File: config.mk
export PLATFORM = sky130hd
export DESIGN_NAME = ccip_tx_fifo_flat
export DESIGN_NICKNAME = d
export VERILOG_FILES = /design/src/rtl/ccip_tx_fifo_pkg.sv /design/src/rtl/ccip_tx_fifo_if.sv /design/src/rtl/ccip_tx_fifo_mem.sv /design/src/rtl/ccip_tx_fifo.sv /design/src/flat_wrapper.sv
export SDC_FILE = /design/constraint.sdc
export NUM_CORES = 1
export LEC_CHECK = 0
export CAP_MARGIN = 25
export CORE_UTILIZATION = 45
export DETAILED_ROUTE_END_ITERATION = 10
export HOLD_SLACK_MARGIN = 0.05
export SYNTH_ARGS = -nofsm -noshare
export SYNTH_HDL_FRONTEND = slang
export SYNTH_HIERARCHICAL = 1
export SYNTH_SLANG_ARGS = --single-unit
File: constraint.sdc
create_clock -name clk -period 16.08 [get_ports clk]
set_input_delay 2.412 -clock clk [delete_from_list [all_inputs] [get_ports clk]]
set_output_delay 2.412 -clock clk [all_outputs]
set_load 0.05 [all_outputs]
File: src/rtl/ccip_tx_fifo_pkg.sv
// Shared types and constants for the CCI-P transmit FIFO.
package ccip_tx_fifo_pkg;

    typedef struct packed {
        logic [15:0] rpc_id;
        logic [15:0] method_id;
        logic [31:0] arg;
    } RpcIf;

    localparam int CCIP_TX_FIFO_LDEPTH_DFLT = 4;

    function automatic int fifo_depth(input int ldepth);
        return 2 ** ldepth;
    endfunction

endpackage

File: src/rtl/ccip_tx_fifo_if.sv
// Handshake bundle between the RPC pipeline / CCI-P side (master) and the FIFO (slave).
interface ccip_tx_fifo_if
    import ccip_tx_fifo_pkg::*;
#(
    parameter int LMAX_NUM_OF_FLOWS = 1,
    parameter int LDEPTH            = CCIP_TX_FIFO_LDEPTH_DFLT
);
    logic                         start;
    RpcIf                         rpc_in;
    logic                         rpc_in_valid;
    logic [LMAX_NUM_OF_FLOWS-1:0] rpc_flow_id_in;
    logic                         rpc_in_ready;
    logic                         ccip_tx_ready;
    RpcIf                         rpc_out;
    logic                         rpc_out_valid;
    logic [LMAX_NUM_OF_FLOWS-1:0] rpc_flow_id_out;
    logic [LDEPTH:0]              fifo_level;
    logic                         overflow;

    modport master (
        output start, rpc_in, rpc_in_valid, rpc_flow_id_in, ccip_tx_ready,
        input  rpc_in_ready, rpc_out, rpc_out_valid, rpc_flow_id_out, fifo_level, overflow
    );

    modport slave (
        input  start, rpc_in, rpc_in_valid, rpc_flow_id_in, ccip_tx_ready,
        output rpc_in_ready, rpc_out, rpc_out_valid, rpc_flow_id_out, fifo_level, overflow
    );

endinterface

File: src/rtl/ccip_tx_fifo_mem.sv
// Simple dual-port RAM with a one-cycle registered read; the array itself is never reset.
module ccip_tx_fifo_mem #(
    parameter int WIDTH  = 65,
    parameter int LDEPTH = 4
) (
    input  logic              clk,
    input  logic              rst_n,
    input  logic              wr_en,
    input  logic [LDEPTH-1:0] wr_addr,
    input  logic [WIDTH-1:0]  wr_data,
    input  logic              rd_en,
    input  logic [LDEPTH-1:0] rd_addr,
    output logic [WIDTH-1:0]  rd_data
);
    logic [WIDTH-1:0] mem_q [2**LDEPTH];
    logic [WIDTH-1:0] rd_data_q;

    always_ff @(posedge clk) begin
        if (wr_en) begin
            mem_q[wr_addr] <= wr_data;
        end
    end

    // Read register only loads on a pop, so the output holds between strobes.
    always_ff @(posedge clk or negedge rst_n) begin
        if (!rst_n) begin
            rd_data_q <= '0;
        end else if (rd_en) begin
            rd_data_q <= mem_q[rd_addr];
        end
    end

    assign rd_data = rd_data_q;

endmodule

File: src/rtl/ccip_tx_fifo.sv
// NIC->CPU write-back FIFO draining into the CCI-P polling path while ccip_tx_ready is high.
// Optional drop counter / high watermark outputs are built when CCIP_TX_FIFO_STATS_EN is defined.
module ccip_tx_fifo
    import ccip_tx_fifo_pkg::*;
#(
    parameter int NIC_ID            = 0,
    parameter int LMAX_NUM_OF_FLOWS = 1,
    parameter int LDEPTH            = CCIP_TX_FIFO_LDEPTH_DFLT
) (
    input  logic              clk,
    input  logic              reset_n,
    ccip_tx_fifo_if.slave     bus
`ifdef CCIP_TX_FIFO_STATS_EN
    ,
    output logic [31:0]       drop_cnt,
    output logic [LDEPTH:0]   max_level
`endif
);
    typedef struct packed {
        logic [LMAX_NUM_OF_FLOWS-1:0] flow_id;
        RpcIf                         rpc;
    } entry_t;

    localparam int              DEPTH     = fifo_depth(LDEPTH);
    localparam logic [LDEPTH:0] DEPTH_CNT = {1'b1, {LDEPTH{1'b0}}};

    if (LDEPTH < 1 || NIC_ID < 0 || DEPTH < 2) begin : g_param_check
        $error("ccip_tx_fifo: illegal parameters");
    end

    logic [LDEPTH-1:0] wr_ptr_q, wr_ptr_d;
    logic [LDEPTH-1:0] rd_ptr_q, rd_ptr_d;
    logic [LDEPTH:0]   count_q, count_d;
    logic              valid_q, overflow_q;
    logic              pop, push, drop;
    entry_t            wr_entry, rd_entry;

    // A push into a full FIFO is still accepted when a pop frees a slot the same cycle.
    always_comb begin
        pop      = bus.start && bus.ccip_tx_ready && (count_q != '0);
        push     = bus.rpc_in_valid && ((count_q != DEPTH_CNT) || pop);
        drop     = bus.rpc_in_valid && !push;
        wr_ptr_d = push ? wr_ptr_q + 1'b1 : wr_ptr_q;
        rd_ptr_d = pop  ? rd_ptr_q + 1'b1 : rd_ptr_q;
        count_d  = count_q;
        case ({push, pop})
            2'b10:   count_d = count_q + 1'b1;
            2'b01:   count_d = count_q - 1'b1;
            default: count_d = count_q;
        endcase
        wr_entry.flow_id = bus.rpc_flow_id_in;
        wr_entry.rpc     = bus.rpc_in;
    end

    always_ff @(posedge clk or negedge reset_n) begin
        if (!reset_n) begin
            wr_ptr_q   <= '0;
            rd_ptr_q   <= '0;
            count_q    <= '0;
            valid_q    <= 1'b0;
            overflow_q <= 1'b0;
        end else begin
            wr_ptr_q   <= wr_ptr_d;
            rd_ptr_q   <= rd_ptr_d;
            count_q    <= count_d;
            valid_q    <= pop;
            overflow_q <= drop;
        end
    end

    ccip_tx_fifo_mem #(
        .WIDTH  ($bits(entry_t)),
        .LDEPTH (LDEPTH)
    ) u_mem (
        .clk     (clk),
        .rst_n   (reset_n),
        .wr_en   (push),
        .wr_addr (wr_ptr_q),
        .wr_data (wr_entry),
        .rd_en   (pop),
        .rd_addr (rd_ptr_q),
        .rd_data (rd_entry)
    );

    assign bus.rpc_in_ready    = (count_q != DEPTH_CNT);
    assign bus.rpc_out         = rd_entry.rpc;
    assign bus.rpc_flow_id_out = rd_entry.flow_id;
    assign bus.rpc_out_valid   = valid_q;
    assign bus.fifo_level      = count_q;
    assign bus.overflow        = overflow_q;

`ifdef CCIP_TX_FIFO_STATS_EN
    logic [31:0]     drop_cnt_q;
    logic [LDEPTH:0] max_level_q;

    always_ff @(posedge clk or negedge reset_n) begin
        if (!reset_n) begin
            drop_cnt_q  <= '0;
            max_level_q <= '0;
        end else begin
            if (drop && (drop_cnt_q != '1)) begin
                drop_cnt_q <= drop_cnt_q + 1'b1;
            end
            if (count_q > max_level_q) begin
                max_level_q <= count_q;
            end
        end
    end

    assign drop_cnt  = drop_cnt_q;
    assign max_level = max_level_q;
`endif

endmodule

File: src/flat_wrapper.sv
// flat-port wrapper written by rule: the top's interface ports become plain ports
module ccip_tx_fifo_flat import ccip_tx_fifo_pkg::*;
#(
    parameter int NIC_ID            = 0,
    parameter int LMAX_NUM_OF_FLOWS = 1,
    parameter int LDEPTH            = CCIP_TX_FIFO_LDEPTH_DFLT
)
  (clk, reset_n, bus_start, bus_rpc_in, bus_rpc_in_valid, bus_rpc_flow_id_in, bus_ccip_tx_ready, bus_rpc_in_ready, bus_rpc_out, bus_rpc_out_valid, bus_rpc_flow_id_out, bus_fifo_level, bus_overflow);
  ccip_tx_fifo_if #(.LMAX_NUM_OF_FLOWS(LMAX_NUM_OF_FLOWS), .LDEPTH(LDEPTH)) bus_i ();
  input  logic clk;
  input  logic reset_n;
  input wire logic [$bits(bus_i.start)-1:0] bus_start;
  input wire logic [$bits(bus_i.rpc_in)-1:0] bus_rpc_in;
  input wire logic [$bits(bus_i.rpc_in_valid)-1:0] bus_rpc_in_valid;
  input wire logic [$bits(bus_i.rpc_flow_id_in)-1:0] bus_rpc_flow_id_in;
  input wire logic [$bits(bus_i.ccip_tx_ready)-1:0] bus_ccip_tx_ready;
  output wire logic [$bits(bus_i.rpc_in_ready)-1:0] bus_rpc_in_ready;
  output wire logic [$bits(bus_i.rpc_out)-1:0] bus_rpc_out;
  output wire logic [$bits(bus_i.rpc_out_valid)-1:0] bus_rpc_out_valid;
  output wire logic [$bits(bus_i.rpc_flow_id_out)-1:0] bus_rpc_flow_id_out;
  output wire logic [$bits(bus_i.fifo_level)-1:0] bus_fifo_level;
  output wire logic [$bits(bus_i.overflow)-1:0] bus_overflow;
  assign bus_i.start = bus_start;
  assign bus_i.rpc_in = bus_rpc_in;
  assign bus_i.rpc_in_valid = bus_rpc_in_valid;
  assign bus_i.rpc_flow_id_in = bus_rpc_flow_id_in;
  assign bus_i.ccip_tx_ready = bus_ccip_tx_ready;
  assign bus_rpc_in_ready = bus_i.rpc_in_ready;
  assign bus_rpc_out = bus_i.rpc_out;
  assign bus_rpc_out_valid = bus_i.rpc_out_valid;
  assign bus_rpc_flow_id_out = bus_i.rpc_flow_id_out;
  assign bus_fifo_level = bus_i.fifo_level;
  assign bus_overflow = bus_i.overflow;
  ccip_tx_fifo #(.NIC_ID(NIC_ID), .LMAX_NUM_OF_FLOWS(LMAX_NUM_OF_FLOWS), .LDEPTH(LDEPTH)) u_core (.clk(clk), .reset_n(reset_n), .bus(bus_i));
endmodule
Yosys cells after proc, flatten, opt, wreduce, memory -nomap -nowiden
Memory sizes are Yosys's and may differ from the RTL's. A register that Yosys moved wholly into a read port is not among the register bits.
Cells that the tools add are included.
{ "totals": {"register_bits": 15, "mem_bits_rw": 1040, "in_bits": 70, "output_inout_bits": 73, "word_cells": 25, "mem_count": 1} }
{ "classes": {"n_addsub": 4, "n_eq_ne": 3, "muxes": 3, "n_reduce_logical": 9} }
{ "memory_table": {"columns": ["name", "depth", "width", "rd", "rd_ports_with_merged_regs", "wr", "line", "rtl"], "rows": [
  ["u_core.u_mem.mem_q", 16, 65, 1, 1, 1, "ccip_tx_fifo_mem.sv:15", "logic [WIDTH-1:0] mem_q [2**LDEPTH];"]
]} }
{ "ops": {"columns": ["cell", "count"], "rows": [
  ["one-hot mux 5 bit (2 select lines)", 1],
  ["adder 4 x 1 -> 4 bit (second input constant)", 2],
  ["adder 5 x 1 -> 5 bit (second input constant)", 1],
  ["inequality test 5 bit (second input constant)", 1],
  ["nonzero test 5 bit", 1],
  ["subtractor 5 x 1 -> 5 bit (second input constant)", 1],
  ["logical AND 1 bit", 4],
  ["equality test 2 x 1 -> 1 bit (second input constant)", 1],
  ["equality test 2 bit (second input constant)", 1],
  ["logical NOT 1 bit", 2],
  ["2-to-1 mux 1 bit", 2],
  ["nonzero test 2 bit", 1],
  ["logical OR 1 bit", 1]
]} }

Depth between registers and ports, before layout
Gate-level depths: netlist of run 1.
{ "logic_depth": {"depth_word": 6, "mapped_depth": 9, "mapped_depth_nobuf": 8} }

By module
Netlist of run 1, hierarchy kept.
{ "modules_own_cells": {"columns": ["module", "instances", "cells_per_inst", "area_each_um2"], "rows": [
  ["ccip_tx_fifo_mem", 1, 1753, 41790.1],
  ["ccip_tx_fifo", 1, 77, 869.6]
]} }

Least setup slack after synthesis of run 1
No wires, ideal clock.
{ "synth_path": {"path_type": "input port to flip-flop", "start": "in bus_rpc_in_valid", "end": "mem u_core.u_mem.mem_q[0][0], enable pin", "arrival_ns": 7.848, "slack_ns": 7.664, "stages": 5, "path_cell_list": "buf_2 -> inv_1 -> a31oi_2 -> or3b_1 -> nor3_1"} }
{ "synth_via": {"elab_chain_len": 3} }
{ "synth_lines": {"columns": ["element", "line", "rtl"], "rows": [
  ["start: declaration", "flat_wrapper.sv:14", "input wire logic [$bits(bus_i.rpc_in_valid)-1:0] bus_rpc_in_valid;"],
  ["logical AND 1 bit", "ccip_tx_fifo.sv:41", "push = bus.rpc_in_valid && ((count_q != DEPTH_CNT) || pop);"],
  ["via u_core.push", "ccip_tx_fifo.sv:35", "logic pop, push, drop;"],
  ["2-to-1 mux 1 bit", "ccip_tx_fifo_mem.sv:19", "if (wr_en) begin"],
  ["2-to-1 mux 1 bit (implied by the code)", "ccip_tx_fifo_mem.sv:20", "mem_q[wr_addr] <= wr_data;"],
  ["end: declaration", "ccip_tx_fifo_mem.sv:15", null]
]} }
The timed path passes the listed nets, and every way through them passes these cells.

Worst setup path after layout of run 1
{ "layout_path": {"start": "in bus_rpc_in_valid", "end": "mem u_core.u_mem.mem_q[1][21], enable pin"} }
The elaborated chain is that of the path after synthesis.

==> impl_metrics.toml, run 1 <==
[power]
combinationalPowerShare_pct = 28.2
p_int_mw = 6.10
switching_power_mw = 2.71
ir_drop_mv = 0.170
power_frac_seq_pct = 43.0
swShare_pct = 30.7
pwr-share-clk_pct = 28.8
p_leak_nw = 15.7
powerDensity_nw_per_um2 = 180

[setup_path]
path_max_fanout = 45
startpoint_type = "input port"
crit_required_ps = 16360
endpoint_kind = "flip-flop"
crit_type = "input port to flip-flop"
crit_arrival_ps = 5900

[timing]
fmax_mhz = 178
min_period_over_period_pct = 34.9
min_period_ps = 5620
timing.hold.ws_ps = 554
drv_slew = 0
setup_viol = 0
fin_ws_ps = 10460
hold_viol = 0
rsz0062_at_grt = "no"
relSlewSlack_pct = 31.9
tns_ps = 0
fin_skew_ps = 28.4
worst_pin_slew_ps = 1020

[global_routing]
grt_overflow = 0
grt_max_degree = 104
grt_pass1_wl_um = 135000
grt_pass1_vias = 20600
antenna_found_initial = 3
grt_use_total_pct = 19.1

[finish]
area_growth_pct = 14.9
final_nets = 2103
antenna_cells = 0
fillers = 7313
drive_above_1_share_pct = 21.2
seq_area_sq_um = 33200
most-common-layout-cells = "edfxtp_1 (1040), mux4_2 (210), clkdlybuf4s50_1 (141)"
fin_area_sq_um = 49000
multi_input_area_sq_um = 8670
final_common_cell = "edfxtp_1"

[synthesis]
synthCells = 1830
yosys.area_share.xor_xnor_pct = 0.185
synth_seq_cells = 1120
synth-simple-area-share_pct = 1.16
synth.distinct_cells = 49
synth_compound_area_share_pct = 2.67
postSynth.asyncResetShare_pct = 7.14
synth.area.top_cells = "edfxtp_1 (73%), mux4_2 (11%), dfrtp_1 (4.7%), mux4_1 (3.1%), mux2i_1 (1.6%)"
yosysWarnings = 6
netlist_area_sq_um = 42700
avgSynthCellArea_sq_um = 23.3
synth_fa_ha_area_share_pct = 0.194
synth_mux_area_share_pct = 15.8
yosysSeqAreaShare_pct = 77.9
synth_fp_nets = 1906
synth_top_family_by_area = "multiplexers"
yosys.area.top_type = "edfxtp_1"
synth_top_area_share_pct = 73.2
synth-edff-count = 1040
synth_flop_cell = "edfxtp_1"

[floorplan]
die_y_um = 310
die_w_um = 310
core_sq_um = 93600
initial_core_util_pct = 45.6
rows = 112
io-pin-count = 143
dieArea_sq_um = 96000

[cts]
cts_root_buf = "clkbuf_16"
cts.sinks = 1120
cts-resized-gates = 0
cts_buffers = 113
cts.path.max_buffers = 3
htree_levels = 3
hold_buffers = 0
clock_latency_ps = 680
cts_setup_buffers = 0
cts_tree = "yes"
clk_pin_slew_ps = 60

[place]
io_buffers = 142
dp_slack_ps = 9720
dpl_cell_area_sq_um = 45300
dp_hpwl_um = 49600
gp_congestion = 0.720

[flow_run]
maxCapViolations = 0

[routing]
num_vias = 19300
wl_per_cell_um = 26.5
drtIter0Drc = 1471
ant_nets = 0
drt_pre_antenna_iters = 5
wl_um = 89600
vias_per_cell = 5.72
drcViolationCount = 0

[status]
outcome = "finished, final reports clean"

[worst_hold_path]
hold_class = "flip-flop to flip-flop"
registers in the layout (all words and copies together), names as in the netlist:
register	cells
u_core/bus.rpc_out_valid	1
u_core/wr_ptr_q	4
u_core/bus.fifo_level	5
u_core/u_mem/mem_q	1040
u_core/u_mem/rd_data	65
u_core/bus.overflow	1
u_core/rd_ptr_q	4
per-stage QoR:
step                      std cells  util (%)  total power [mW]
after floorplan                1830         -              5.67
after global placement         3159      48.3              6.32
after detailed placement       3163      48.4              6.37
after CTS                      3377      52.3              8.92
after global routing           3380      52.4              9.18
final                          3380      52.4              8.81
power groups by stage:
stage | combinational (mW) | sequential [mW] | clock, mW
floorplan | 1.61 | 4.06 | 0
global placement | 2.46 | 3.86 | 0
detailed placement | 2.49 | 3.87 | 0
CTS | 2.50 | 3.82 | 2.60
global route | 2.64 | 3.83 | 2.70
finish | 2.48 | 3.79 | 2.54
final timing paths:
check / from / endpoint / slack (ps) / depth (start not counted)
setup / recovery: bus_rpc_in_valid / u_core/u_mem/mem_q[1][21]$_DFFE_PP_ / 10460 / 6
hold / removal: u_core/u_mem/rd_data[32]$_DFFE_PN0P_ / u_core/u_mem/rd_data[32]$_DFFE_PN0P_ / 550 / 2
setup reg to reg: u_core/rd_ptr_q[2]$_DFFE_PN0N_ / u_core/u_mem/rd_data[9]$_DFFE_PN0P_ / 12230 / 6
hold reg to reg: u_core/u_mem/rd_data[32]$_DFFE_PN0P_ / u_core/u_mem/rd_data[32]$_DFFE_PN0P_ / 550 / 2
max in group asynchronous: reset_n / u_core/rd_ptr_q[2]$_DFFE_PN0N_ / 13100 / 2
min in group asynchronous: reset_n / u_core/u_mem/rd_data[55]$_DFFE_PN0P_ / 1760 / 1
area by class of cell:
class                   count  share of cell area (%)
flip-flops and latches   1120                    67.8
multi-input cells         601                    17.7
clock buffers             154                    6.31
repair buffers            186                    3.85
well taps                1254                    3.20
clock inverters            60                    1.09
inverters                   5                  0.0383
critical path, cell delays in order:
cell and delay [ps]:
clkdlybuf4s50_1 690, inv_1 170, a31oi_2 560, or3b_1 560, nor2_4 670, buf_4 780
kinds of logic after synthesis:
| logic type | Yosys count |
|---|---|
| AO/OA/AOI/OAI | 145 |
| XOR/XNOR | 9 |
| adder cells (fa/ha/maj) | 6 |
| buffers and inverters | 109 |
| flip-flops | 1120 |
| multiplexers | 330 |
| AND/OR/NAND/NOR | 111 |
layer usage:
layer / part of all wire, % / track usage [%] / wire length (um) / vias up
met5: 0.031 / 0 / 28 / -
li1: - / - / - / 8263
met3: 4.1 / 2.95 / 3650 / 120
met4: 1.7 / 4.18 / 1540 / 4
met1: 44 / 26.4 / 39000 / 10500
met2: 51 / 32.1 / 45400 / 417
cell usage after synthesis (6+ instances only):
cell type	count
a221oi_1	60
buf_12	15
buf_2	35
buf_4	6
buf_6	13
buf_8	6
clkbuf_1	23
dfrtp_1	80
edfxtp_1	1040
mux2i_1	68
mux4_1	50
mux4_2	210
nand2_1	6
nor2_1	82
o22ai_1	65
xnor2_1	7
Power figures use the tool's default switching activity.
==> run 2, diff against run 1 <==
==> constraint.sdc (replaced) <==
create_clock -name clk -period 5.7 [get_ports clk]
set_input_delay 0.855 -clock clk [delete_from_list [all_inputs] [get_ports clk]]
set_output_delay 0.855 -clock clk [all_outputs]
set_load 0.05 [all_outputs]
==> run 2 against run 1 <==
  * Sequential power rose to 2.8 times the previous value
  * Via count increased by 1.8%
  * Non-clock buffer count increased by 5
  * Register-to-register slack got worse by 9700 ps
  * Cell count about the same
  * Design area increased by 0.43%
  * Critical path depth stayed put
  * Critical path type unchanged
==> impl_metrics.toml, run 2 (same netlist as run 1, synthesis figures left out) <==
[power]
ir_drop_mv = 0.405
finalPower_mw = 25.1
powerDensity_nw_per_um2 = 511
p_leak_nw = 15.8

[timing]
tns_ps = 0
fin_skew_ps = 28.7
hold_viol = 0
worst_pin_slew_ps = 980
relSlewSlack_pct = 34.7
fmax_mhz = 286
drv_slew = 0
setup_viol = 0
min_period_ps = 3490
min_period_over_period_pct = 61.3
rsz0062_at_grt = "no"

[finish]
drive_above_1_share_pct = 21.9
antenna_cells = 0
most-common-layout-cells = "edfxtp_1 (1040), mux4_2 (210), clkdlybuf4s50_1 (141)"
seq_area_sq_um = 33200
largest_register_ffs = 1040
final_common_cell = "edfxtp_1"
fillers = 7256
final_nets = 2107
regMostFlops = "u_core/u_mem/mem_q"
area_growth_pct = 15.4
multi_input_area_sq_um = 8700

[cts]
cts-resized-gates = 0
cts.path.max_buffers = 3
cts.sinks = 1120
clk_pin_slew_ps = 60
clock_latency_ps = 710
cts_setup_buffers = 0
cts_buffers = 112
cts_tree = "yes"
cts_root_buf = "clkbuf_16"
hold_buffers = 0
htree_levels = 3

[setup_path]
startpoint_type = "input port"
crit_arrival_ps = 3860
crit_type = "input port to flip-flop"
crit_start = "bus_rpc_in_valid"
crit_required_ps = 6070
crit_buf_inv = 3
path_max_fanout = 19
cp_slowest_cell = "clkdlybuf4s50_1"
crit_chain = "clkdlybuf4s50_1, inv_1, a31oi_2, nand3b_1, nor2_4, buf_4"
critPathMaxStageDelay_ps = 690
r2r_start = "u_core/bus.fifo_level[1]$_DFFE_PN0P_"
endpoint_kind = "flip-flop"
crit_family = "buffers and inverters"

[global_routing]
grt_use_total_pct = 19.9
grt_max_degree = 85
grt_overflow = 0
grt_pass1_wl_um = 138000
grt_pass1_vias = 20600
antenna_found_initial = 4

[status]
outcome = "finished, final reports clean"

[routing]
wl_um = 93400
drtIter0Drc = 1675
vias_per_cell = 5.82
drt_pre_antenna_iters = 5
drcViolationCount = 0
wl_per_cell_um = 27.6
num_vias = 19700
ant_nets = 0

[floorplan]
core_sq_um = 93600
die_y_um = 310
io-pin-count = 143
initial_core_util_pct = 45.6
die_w_um = 310
rows = 112
dieArea_sq_um = 96000

[place]
dp_hpwl_um = 51100
gp_congestion = 0.755
io_buffers = 142

[flow_run]
maxCapViolations = 0

[worst_hold_path]
hold_class = "input port to async pin"
run 2: cell types whose count changed in the layout (fill, tap and decap cells not counted), sizes merged:
cell and delta:
clkbuf +3, clkinvlp -6, clkinv -1, bufinv +1
buf +5
run 2: area by class of cell:
cell class                      count  area share, %
Timing Repair Buffer              191           4.08
Clock buffer                      157           6.41
Tap cell                         1254           3.19
Multi-Input combinational cell    601           17.7
Inverter                            5         0.0381
Sequential cell                  1120           67.5
Clock inverter                     54           1.10
run 2: routing by layer:
layer | vias up | track usage (%) | share of wire [%]
li1 | 8288 | - | -
met1 | 10600 | 27.5 | 42
met2 | 619 | 32.5 | 50
met3 | 124 | 3.77 | 6.2
met4 | 6 | 5.38 | 2.0
met5 | - | 0 | 0.041
run 2: worst paths after layout:
path / to / slack [ps] / cells after the start
max in group asynchronous: u_core/rd_ptr_q[2]$_DFFE_PN0N_ / 4190 / 2
worst max register to register: u_core/u_mem/mem_q[6][10]$_DFFE_PP_ / 2580 / 5
worst max-delay path: u_core/u_mem/mem_q[6][10]$_DFFE_PP_ / 2210 / 6
min in group clk: u_core/wr_ptr_q[3]$_DFFE_PN0P_ / 550 / 1
worst min register to register: u_core/wr_ptr_q[3]$_DFFE_PN0P_ / 550 / 1
worst min-delay path: u_core/u_mem/rd_data[54]$_DFFE_PN0P_ / 210 / 1
run 2: through the flow:
step                      setup WS [ps]  cell area [sq um]  cells  hold WS (ps)  utilization [%]
after global routing               2060              49200   3382           238             52.6
after CTS                          2210              49200   3380           203             52.5
after global placement             1600              45500   3168           542             48.6
final                              2210              49200   3382           208             52.6
after detailed placement           1560              45500   3169           533             48.6
after floorplan                     601              42700   1830           447                -
run 2: report_power, final:
group          total (mW)  internal, mW  switching, mW
Clock                7.32          4.27           3.05
Sequential           10.7          10.1          0.620
Combinational        7.10          3.00           4.10
Total                25.1          17.4           7.77
